===== config.mk =====
export PLATFORM = sky130hd
export DESIGN_NAME = fx2_out_reader
export DESIGN_NICKNAME = d
export VERILOG_FILES = /design/src/rtl/fx2_pkg.sv /design/src/rtl/fx2_rx_fifo.sv /design/src/rtl/fx2_out_reader.sv
export SDC_FILE = /design/constraint.sdc
export NUM_CORES = 1
export LEC_CHECK = 0
export CELL_PAD_IN_SITES_DETAIL_PLACEMENT = 0
export CELL_PAD_IN_SITES_GLOBAL_PLACEMENT = 2
export CORE_MARGIN = 2
export CORE_UTILIZATION = 37
export CTS_BUF_LIST = sky130_fd_sc_hd__clkbuf_8
export DETAILED_ROUTE_END_ITERATION = 7
export PLACE_DENSITY_LB_ADDON = 0.1
export SKIP_CTS_REPAIR_TIMING = 1
export SYNTH_ARGS = -nofsm -noshare
export SYNTH_HDL_FRONTEND = slang
export SYNTH_SLANG_ARGS = --single-unit

===== constraint.sdc =====
create_clock -name fx2_ifclk -period 3.2 [get_ports fx2_ifclk]
set_input_delay 0.64 -clock fx2_ifclk [delete_from_list [all_inputs] [get_ports fx2_ifclk]]
set_output_delay 0.64 -clock fx2_ifclk [all_outputs]
set_load 0.03 [all_outputs]

===== src/rtl/fx2_pkg.sv =====
// Shared FX2 slave-FIFO definitions: FSM encoding,
// endpoint addresses and default buffer depth.
package fx2_pkg;

  typedef enum logic [1:0] {
    ST_IDLE = 2'd0,
    ST_ARM  = 2'd1,
    ST_READ = 2'd2
  } fx2_state_e;

  localparam logic [1:0] FX2_EP2_ADDR = 2'b00;
  localparam logic [1:0] FX2_EP6_ADDR = 2'b10;

  localparam int FX2_DEPTH_DEF = 4;
  localparam int FX2_DW        = 16;

  // Read strobe may only fire with room for the
  // word on this edge plus one more, because the
  // FX2 empty flag lags a read by one cycle.
  function automatic logic fx2_room2(
    input int unsigned depth,
    input int unsigned count
  );
    return (depth - count) >= 2;
  endfunction

endpackage


===== src/rtl/fx2_rx_fifo.sv =====
// Synchronous receive FIFO with head-word output.
// Ports: i_push/i_wdata, i_pop/o_rdata, o_count,
// o_full, o_empty. o_rdata is 0 while empty.
module fx2_rx_fifo #(
  parameter  int DEPTH = 4,
  parameter  int WIDTH = 16,
  localparam int AW    = $clog2(DEPTH),
  localparam int CW    = AW + 1
) (
  input  logic             i_clk,
  input  logic             i_rst_n,
  input  logic             i_push,
  input  logic [WIDTH-1:0] i_wdata,
  input  logic             i_pop,
  output logic [WIDTH-1:0] o_rdata,
  output logic [CW-1:0]    o_count,
  output logic             o_full,
  output logic             o_empty
);

  logic [WIDTH-1:0] r_mem [DEPTH];
  logic [AW-1:0]    r_wr_ptr;
  logic [AW-1:0]    r_rd_ptr;
  logic [CW-1:0]    r_count;
  logic             w_push;
  logic             w_pop;

  assign o_full  = (r_count == CW'(DEPTH));
  assign o_empty = (r_count == '0);
  assign o_count = r_count;

  assign w_push = i_push & ~o_full;
  assign w_pop  = i_pop & ~o_empty;

  always_ff @(posedge i_clk) begin
    if (w_push) begin
      r_mem[r_wr_ptr] <= i_wdata;
    end
  end

  always_ff @(posedge i_clk or negedge i_rst_n) begin
    if (!i_rst_n) begin
      r_wr_ptr <= '0;
      r_rd_ptr <= '0;
      r_count  <= '0;
    end else begin
      if (w_push) begin
        r_wr_ptr <= r_wr_ptr + 1'b1;
      end
      if (w_pop) begin
        r_rd_ptr <= r_rd_ptr + 1'b1;
      end
      unique case ({w_push, w_pop})
        2'b10:   r_count <= r_count + 1'b1;
        2'b01:   r_count <= r_count - 1'b1;
        default: r_count <= r_count;
      endcase
    end
  end

  assign o_rdata = o_empty ? '0 : r_mem[r_rd_ptr];

endmodule


===== src/rtl/fx2_out_reader.sv =====
// FX2 slave-FIFO EP2 OUT reader feeding a
// valid/ready stream through a small buffer.
// Ports: fx2_* slave FIFO pins; rx_enable gates
// reading; out_data/out_valid/out_ready stream;
// rx_count words read; err_count/err_flag pattern
// checker results (FX2_OUT_PATTERN_CHECK_EN,
// else tied to zero).
module fx2_out_reader
  import fx2_pkg::*;
#(
  parameter int         DEPTH   = FX2_DEPTH_DEF,
  parameter logic [1:0] EP_ADDR = FX2_EP2_ADDR
) (
  input  logic        fx2_ifclk,
  input  logic        reset_n,
  input  logic [15:0] fx2_fdata,
  output logic [1:0]  fx2_faddr,
  input  logic        fx2_flagb,
  output logic        fx2_slrd,
  output logic        fx2_sloe,
  output logic        fx2_slwr,
  output logic        fx2_pkt_end,
  input  logic        rx_enable,
  output logic [15:0] out_data,
  output logic        out_valid,
  input  logic        out_ready,
  output logic [31:0] rx_count,
  output logic [15:0] err_count,
  output logic        err_flag
);

  localparam int CW = $clog2(DEPTH) + 1;

  fx2_state_e    r_state;
  fx2_state_e    w_state_nxt;
  logic [CW-1:0] w_count;
  logic          w_full;
  logic          w_empty;
  logic          w_room;
  logic          w_push;
  logic          w_pop;
  logic [31:0]   r_rx_count;

  assign fx2_faddr   = EP_ADDR;
  assign fx2_slwr    = 1'b1;
  assign fx2_pkt_end = 1'b1;

  always_ff @(posedge fx2_ifclk or negedge reset_n) begin
    if (!reset_n) begin
      r_state <= ST_IDLE;
    end else begin
      r_state <= w_state_nxt;
    end
  end

  always_comb begin
    w_state_nxt = r_state;
    unique case (r_state)
      ST_IDLE: if (rx_enable) w_state_nxt = ST_ARM;
      ST_ARM:  w_state_nxt = ST_READ;
      ST_READ: if (!rx_enable) w_state_nxt = ST_IDLE;
      default: w_state_nxt = ST_IDLE;
    endcase
  end

  assign w_room = ~w_full &
    fx2_room2(DEPTH, 32'(w_count));

  // Strobe is combinational so the empty flag
  // cancels a read in the same cycle it drops.
  always_comb begin
    fx2_sloe = 1'b1;
    fx2_slrd = 1'b1;
    unique case (r_state)
      ST_IDLE: begin
        fx2_sloe = 1'b1;
      end
      ST_ARM: begin
        fx2_sloe = 1'b0;
      end
      ST_READ: begin
        fx2_sloe = 1'b0;
        fx2_slrd = ~(fx2_flagb & w_room);
      end
      default: begin
        fx2_sloe = 1'b1;
      end
    endcase
  end

  assign w_push    = ~fx2_slrd;
  assign out_valid = ~w_empty;
  assign w_pop     = out_valid & out_ready;

  fx2_rx_fifo #(
    .DEPTH (DEPTH),
    .WIDTH (16)
  ) u_fifo (
    .i_clk   (fx2_ifclk),
    .i_rst_n (reset_n),
    .i_push  (w_push),
    .i_wdata (fx2_fdata),
    .i_pop   (w_pop),
    .o_rdata (out_data),
    .o_count (w_count),
    .o_full  (w_full),
    .o_empty (w_empty)
  );

  always_ff @(posedge fx2_ifclk or negedge reset_n) begin
    if (!reset_n) begin
      r_rx_count <= '0;
    end else if (w_push) begin
      r_rx_count <= r_rx_count + 32'd1;
    end
  end

  assign rx_count = r_rx_count;

`ifdef FX2_OUT_PATTERN_CHECK_EN
  logic        r_first;
  logic [15:0] r_expect;
  logic [15:0] r_err_count;
  logic        r_err_flag;
  logic        w_mis;

  // The first word after ARM only seeds the
  // expected value; later words are compared.
  assign w_mis = w_push & ~r_first &
    (fx2_fdata != r_expect);

  always_ff @(posedge fx2_ifclk or negedge reset_n) begin
    if (!reset_n) begin
      r_first     <= 1'b1;
      r_expect    <= '0;
      r_err_count <= '0;
      r_err_flag  <= 1'b0;
    end else begin
      if (r_state == ST_ARM) begin
        r_first <= 1'b1;
      end else if (w_push) begin
        r_first  <= 1'b0;
        r_expect <= fx2_fdata + 16'd1;
      end
      if (w_mis) begin
        r_err_flag <= 1'b1;
        if (r_err_count != 16'hFFFF) begin
          r_err_count <= r_err_count + 16'd1;
        end
      end
    end
  end

  assign err_count = r_err_count;
  assign err_flag  = r_err_flag;
`else
  assign err_count = '0;
  assign err_flag  = 1'b0;
`endif

endmodule


# Word-level counts from Yosys, hierarchy flattened

Memories as Yosys holds them, arrays and structs flattened.
Index checks and enable logic that the tools add are counted.

Word-level logic and storage cells: 43
RAM bits: 64
Memories kept: 1
Bits of input ports: 21
Flip-flop bits (word level): 41
Output and inout bits: 72

Memories:

| memory       | depth | width | read ports | clocked after Yosys merged registers in | wr ports | line              | RTL |
|---|---|---|---|---|---|---|---|
| u_fifo.r_mem | 4     | 16    | 1          | 0                                       | 1        | fx2_rx_fifo.sv:21 | `logic [WIDTH-1:0] r_mem [DEPTH];` |

Add/subtract/negate cells: 6
Mux-type cells: 9
Bitwise operators: 9
Reductions and logical operators: 5
Equal/unequal tests: 7
Magnitude comparators: 1

Operators by type and width:

| operator                                                            | count |
|---|---|
| adder 32 x 1 -> 32 bit (second input constant)                      | 1 |
| greater-or-equal comparator 32 x 2 -> 1 bit (second input constant) | 1 |
| 2-to-1 mux 16 bit                                                   | 1 |
| case mux 2 bit (3 select lines)                                     | 1 |
| case mux 3 bit (2 select lines)                                     | 1 |
| bitwise AND 1 bit                                                   | 5 |
| adder 2 x 1 -> 2 bit (second input constant)                        | 2 |
| equality test 2 x 1 -> 1 bit (second input constant)                | 2 |
| equality test 2 bit (second input constant)                         | 2 |
| 2-to-1 mux 1 bit                                                    | 4 |
| 2-to-1 mux 2 bit                                                    | 2 |
| != test 2 bit (second input constant)                               | 2 |
| NOT 1 bit                                                           | 4 |
| subtractor 3 x 3 -> 4 bit (first input constant)                    | 1 |
| adder 3 x 1 -> 3 bit (second input constant)                        | 1 |
| equality test 3 bit (second input constant)                         | 1 |
| logical NOT 3 bit                                                   | 1 |
| subtractor 3 x 1 -> 3 bit (second input constant)                   | 1 |
| logical NOT 2 bit                                                   | 1 |
| AND reduction 2 bit                                                 | 1 |
| nonzero test 2 bit                                                  | 1 |
| OR reduction 2 bit                                                  | 1 |

# Longest topological paths before layout

Depth in word-level cells: 10
Depth in mapped cells: 13

# Cells and area by module

Synthesis repeated with hierarchy kept, for this count alone.

Cell total of the unflattened synthesis: 328
Area, all modules: 4875.9 um2

Modules (own cells, without submodules):

| module         | times used | area each (um2) | sequential area each (um2) | cells each |
|---|---|---|---|---|
| fx2_rx_fifo    | 1          | 2955.3          | 2097.0                     | 139 |
| fx2_out_reader | 1          | 1920.6          | 850.8                      | 189 |

# Least setup slack after synthesis

No wires, ideal clock.

Kind: reg2reg
From: reg u_fifo.r_count[0], in the netlist u_fifo.o_count[0]
To: reg u_fifo.r_count[2], in the netlist u_fifo.o_count[2]
Stages on the path, launching flop included: 14
Path buffers: 1
Setup slack: 517 ps
Arrival: 2603 ps
Required time: 3120 ps
Cells stage by stage: dfrtp_1 -> inv_1 -> ha_1 -> ha_1 -> nor3b_1 -> a21oi_1 -> buf_2 -> inv_1 -> ha_1 -> inv_1 -> fa_1 -> xor2_1 -> nor2_1 -> xnor2_1

Cells in the longest elaborated chain, start to end: 10
Elaborated cells on any way between the ends: 20

RTL lines:

| item                                                                     | line                                                   | RTL |
|---|---|---|
| start, declared                                                          | fx2_rx_fifo.sv:24                                      | `logic [CW-1:0] r_count;` |
| start signal, assigned                                                   | fx2_rx_fifo.sv:54                                      | `2'b10: r_count <= r_count + 1'b1;` |
| start signal, assigned                                                   | fx2_rx_fifo.sv:55                                      | `2'b01: r_count <= r_count - 1'b1;` |
| start signal, assigned                                                   | fx2_rx_fifo.sv:56                                      | `default: r_count <= r_count;` |
| subtractor 3 x 3 -> 4 bit or equality test 3 bit (tied branches)         | fx2_pkg.sv:24, fx2_rx_fifo.sv:28                       |  |
| greater-or-equal comparator 32 x 2 -> 1 bit or NOT 1 bit (tied branches) | fx2_pkg.sv:24, fx2_rx_fifo.sv:32, fx2_out_reader.sv:66 |  |
| bitwise AND 1 bit                                                        | fx2_out_reader.sv:66                                   | `assign w_room = ~w_full &` |
| bitwise AND 1 bit                                                        | fx2_out_reader.sv:83                                   | `fx2_slrd = ~(fx2_flagb & w_room);` |
| NOT 1 bit                                                                | fx2_out_reader.sv:83                                   |  |
| 2-to-1 mux 1 bit                                                         | fx2_out_reader.sv:74                                   | `unique case (r_state)` |
| NOT 1 bit                                                                | fx2_out_reader.sv:91                                   | `assign w_push = ~fx2_slrd;` |
| bitwise AND 1 bit                                                        | fx2_rx_fifo.sv:32                                      | `assign w_push = i_push & ~o_full;` |
| equality test 2 x 1 -> 1 bit or equality test 2 bit (tied branches)      | fx2_rx_fifo.sv:53                                      | `unique case ({w_push, w_pop})` |
| case mux 3 bit (2 select lines) or nonzero test 2 bit (tied branches)    | -                                                      |  |

Several ways; a longest one is shown, not always the timed one.
A chain may end at the register's enable or synchronous reset.

# Worst setup path in the final report

From: reg u_fifo.r_rd_ptr[0]
To: out out_data[8]

Cells in the longest elaborated chain, start to end: 2

RTL lines:

| item                     | line                 | RTL |
|---|---|---|
| start, declared          | fx2_rx_fifo.sv:23    | `logic [AW-1:0] r_rd_ptr;` |
| start signal, assigned   | fx2_rx_fifo.sv:51    | `r_rd_ptr <= r_rd_ptr + 1'b1;` |
| memory read (4 x 16 bit) | -                    |  |
| 2-to-1 mux 16 bit        | fx2_rx_fifo.sv:61    | `assign o_rdata = o_empty ? '0 : r_mem[r_rd_ptr];` |
| end, declared            | fx2_out_reader.sv:24 | `output logic [15:0] out_data,` |

No other way between the ends.

==> flow_metrics.env <==
export IMPL_max_freq_mhz=328
export IMPL_die_area_um2=13600
export IMPL_maxSlewViolCount=0
export IMPL_synth_top_cell_area_share=0.408
export IMPL_wirelength_mm=8.68
export IMPL_clkSlewWorstSetupHoldPaths_ns=0.10
export IMPL_gp_congestion=0.704
export IMPL_end_kind="output pin"
export IMPL_synth_most_common_cell="edfxtp_1"
export IMPL_crit_chain="buf_12 -> mux4_2 -> and2_1 -> clkdlybuf4s50_1"
export IMPL_syn_avg_cell_area_um2=14.8
export IMPL_yosysTopAreaCell="edfxtp_1"
export IMPL_remaining_drc_errors=0
export IMPL_grt_setup_unrepaired="no"
export IMPL_cts_sinks=105
export IMPL_area_delta_synth_final_pct=22.5
export IMPL_setup_viol=0
export IMPL_vias=2623
export IMPL_slowest_stage="clkdlybuf4s50_1"
export IMPL_crit_path_start_kind="flip-flop"
export IMPL_cts_max_path_buffers=2
export IMPL_ctsHtreeMaxLevel=3
export IMPL_initial_core_util=0.376
export IMPL_port_buffers=71
export IMPL_grt_use_total=0.135
export IMPL_clock_skew_ns=0.0112
export IMPL_die_width_um=117
export IMPL_hp_class="input pin to async pin"
export IMPL_grt_overflow=0
export IMPL_fillers=1153
export IMPL_synth_common_cells="64 x edfxtp_1, 41 x dfrtp_1, 32 x xnor2_1, 23 x buf_4, 20 x and2_1"
export IMPL_cpLargestDelayFamily="buffers and inverters"
export IMPL_grt_pass1_wl_mm=13.7
export IMPL_synth_seq_area_share=0.626
export IMPL_antenna_found_initial=0
export IMPL_finalSetupTns_ns=0
export IMPL_grt_pass1_vias=2494
export IMPL_fin_crit_sh=0.952
export IMPL_synth_seq_cells=105
export IMPL_synth_edf_count=64
export IMPL_worst_path_max_fanout=10
export IMPL_via_per_inst=4.55
export IMPL_synth_cell_types=35
export IMPL_critPathArrivalTime_ns=2.41
export IMPL_die_h_um=117
export IMPL_synthFlopType="edfxtp_1"
export IMPL_layout_nets=436
export IMPL_cts_buffers_inserted=9
export IMPL_slowest_delay_ns=0.58
export IMPL_drv_cap=0
export IMPL_maxSlewHeadroom=0.361
export IMPL_power_density_nw_per_um2=718
export IMPL_n_antenna_cell=0
export IMPL_crit_buf_inv=2
export IMPL_drive_gt1_frac=0.133
export IMPL_cts_tree="built"
export IMPL_core_area_um2=12500
export IMPL_tightestPinTransition_ns=0.959
export IMPL_syn_inst=319
export IMPL_critPathKind="flip-flop to output pin"
export IMPL_async_flop_share=0.390
export IMPL_synth_area_um2=4710
export IMPL_crit_required_ns=2.56
export IMPL_boundaryPins=93
export IMPL_root_buffer="clkbuf_8"
export IMPL_row_count=41
export IMPL_synth_area_top_cells="edfxtp_1 41%, dfrtp_1 22%, mux4_2 7.7%"
export IMPL_total_power_mw=4.14
export IMPL_dpl_hpwl_mm=5.79
export IMPL_peakVddDrop_mv=0.329
export IMPL_detail_route_wl_per_cell_um=15.0
export IMPL_status="finished clean"
export IMPL_yosys_warnings=0
export IMPL_finalCriticalPeriod_ns=3.05
export IMPL_firstDrtPassIters=4
export IMPL_drt_iter0_drc=167
export IMPL_clk_latency_ns=0.37
export IMPL_ant_nets=0
export IMPL_grt_max_degree=42
export IMPL_hold_viol_final=0
export IMPL_p_leak_nw=2.14
state kept, by name, summed over array words and instances, names as in the netlist:
signal / count
u_fifo.r_wr_ptr: 2
rx_count: 32
u_fifo.r_rd_ptr: 2
u_fifo.o_count: 3
u_fifo.r_mem: 64
r_state: 2
final timing paths:
kind                                          from                 end  slack [ns]  cells past startpoint
worst max-delay path            u_fifo.r_rd_ptr[0]         out_data[8]        0.15                      4
worst min-delay path                       reset_n        rx_count[25]        0.42                      1
worst max register to register   u_fifo.o_count[0]   u_fifo.o_count[2]        0.67                     12
worst min register to register   u_fifo.o_count[0]   u_fifo.o_count[0]        0.49                      1
max in group asynchronous                  reset_n  u_fifo.r_rd_ptr[0]        2.18                      1
min in group fx2_ifclk           u_fifo.o_count[0]   u_fifo.o_count[0]        0.49                      1
final cells by class:
class	instances	area, um^2	share of cell area
Clock buffer	9	124	0.0215
Timing Repair Buffer	82	798	0.138
Multi-Input combinational cell	187	1570	0.272
Tap cell	172	215	0.0373
Clock inverter	7	56.3	0.00976
Sequential cell	105	2950	0.511
Inverter	15	56.3	0.00976
layout by cell type (no fill, tap or decap), types with 12 or more instances in the layout:
cell,instances
nand2_1,15
inv_1,15
clkdlybuf4s50_1,69
dfrtp_1,41
edfxtp_1,64
mux4_2,16
nand3_1,12
xnor2_1,32
nand4_1,16
conb_1,21
and2_1,20
ha_1,14
per-stage QoR:
step	util	hold WS (ns)	instances	area, um^2	worst slack (ns)
after global placement	0.446	0.463	561	5580	0.514
after CTS	0.460	0.462	577	5760	0.0773
after global routing	0.461	0.488	577	5770	0.0342
after floorplan	-	0.344	338	4780	0.517
after detailed placement	0.446	0.467	561	5580	0.496
final	0.461	0.417	577	5770	0.154
where the power goes:
group / leakage, nW / switching (mW) / internal (mW)
logic: 0.927 / 0.888 / 0.776
registers: 1.13 / 0.122 / 1.58
clock network: 0.0914 / 0.482 / 0.296
total: 2.14 / 1.49 / 2.65
cells by family after synthesis:
group | Yosys count | share of synthesized area
flops | 105 | 0.626
simple gates | 88 | 0.112
mux | 18 | 0.0811
other cells | 2 | 0.00160
buf+inv | 46 | 0.0566
xor+xnor | 37 | 0.0688
fa+ha+maj | 15 | 0.0415
compound gates | 8 | 0.0117
metal layers:
layer	track usage	part of all wire	up-vias
li1	-	-	1270
met1	0.186	0.47	1290
met2	0.211	0.47	58
met3	0.0340	0.050	5
met4	0.0424	0.012	0
met5	0	0	-
(Power assumes the default switching activity.)
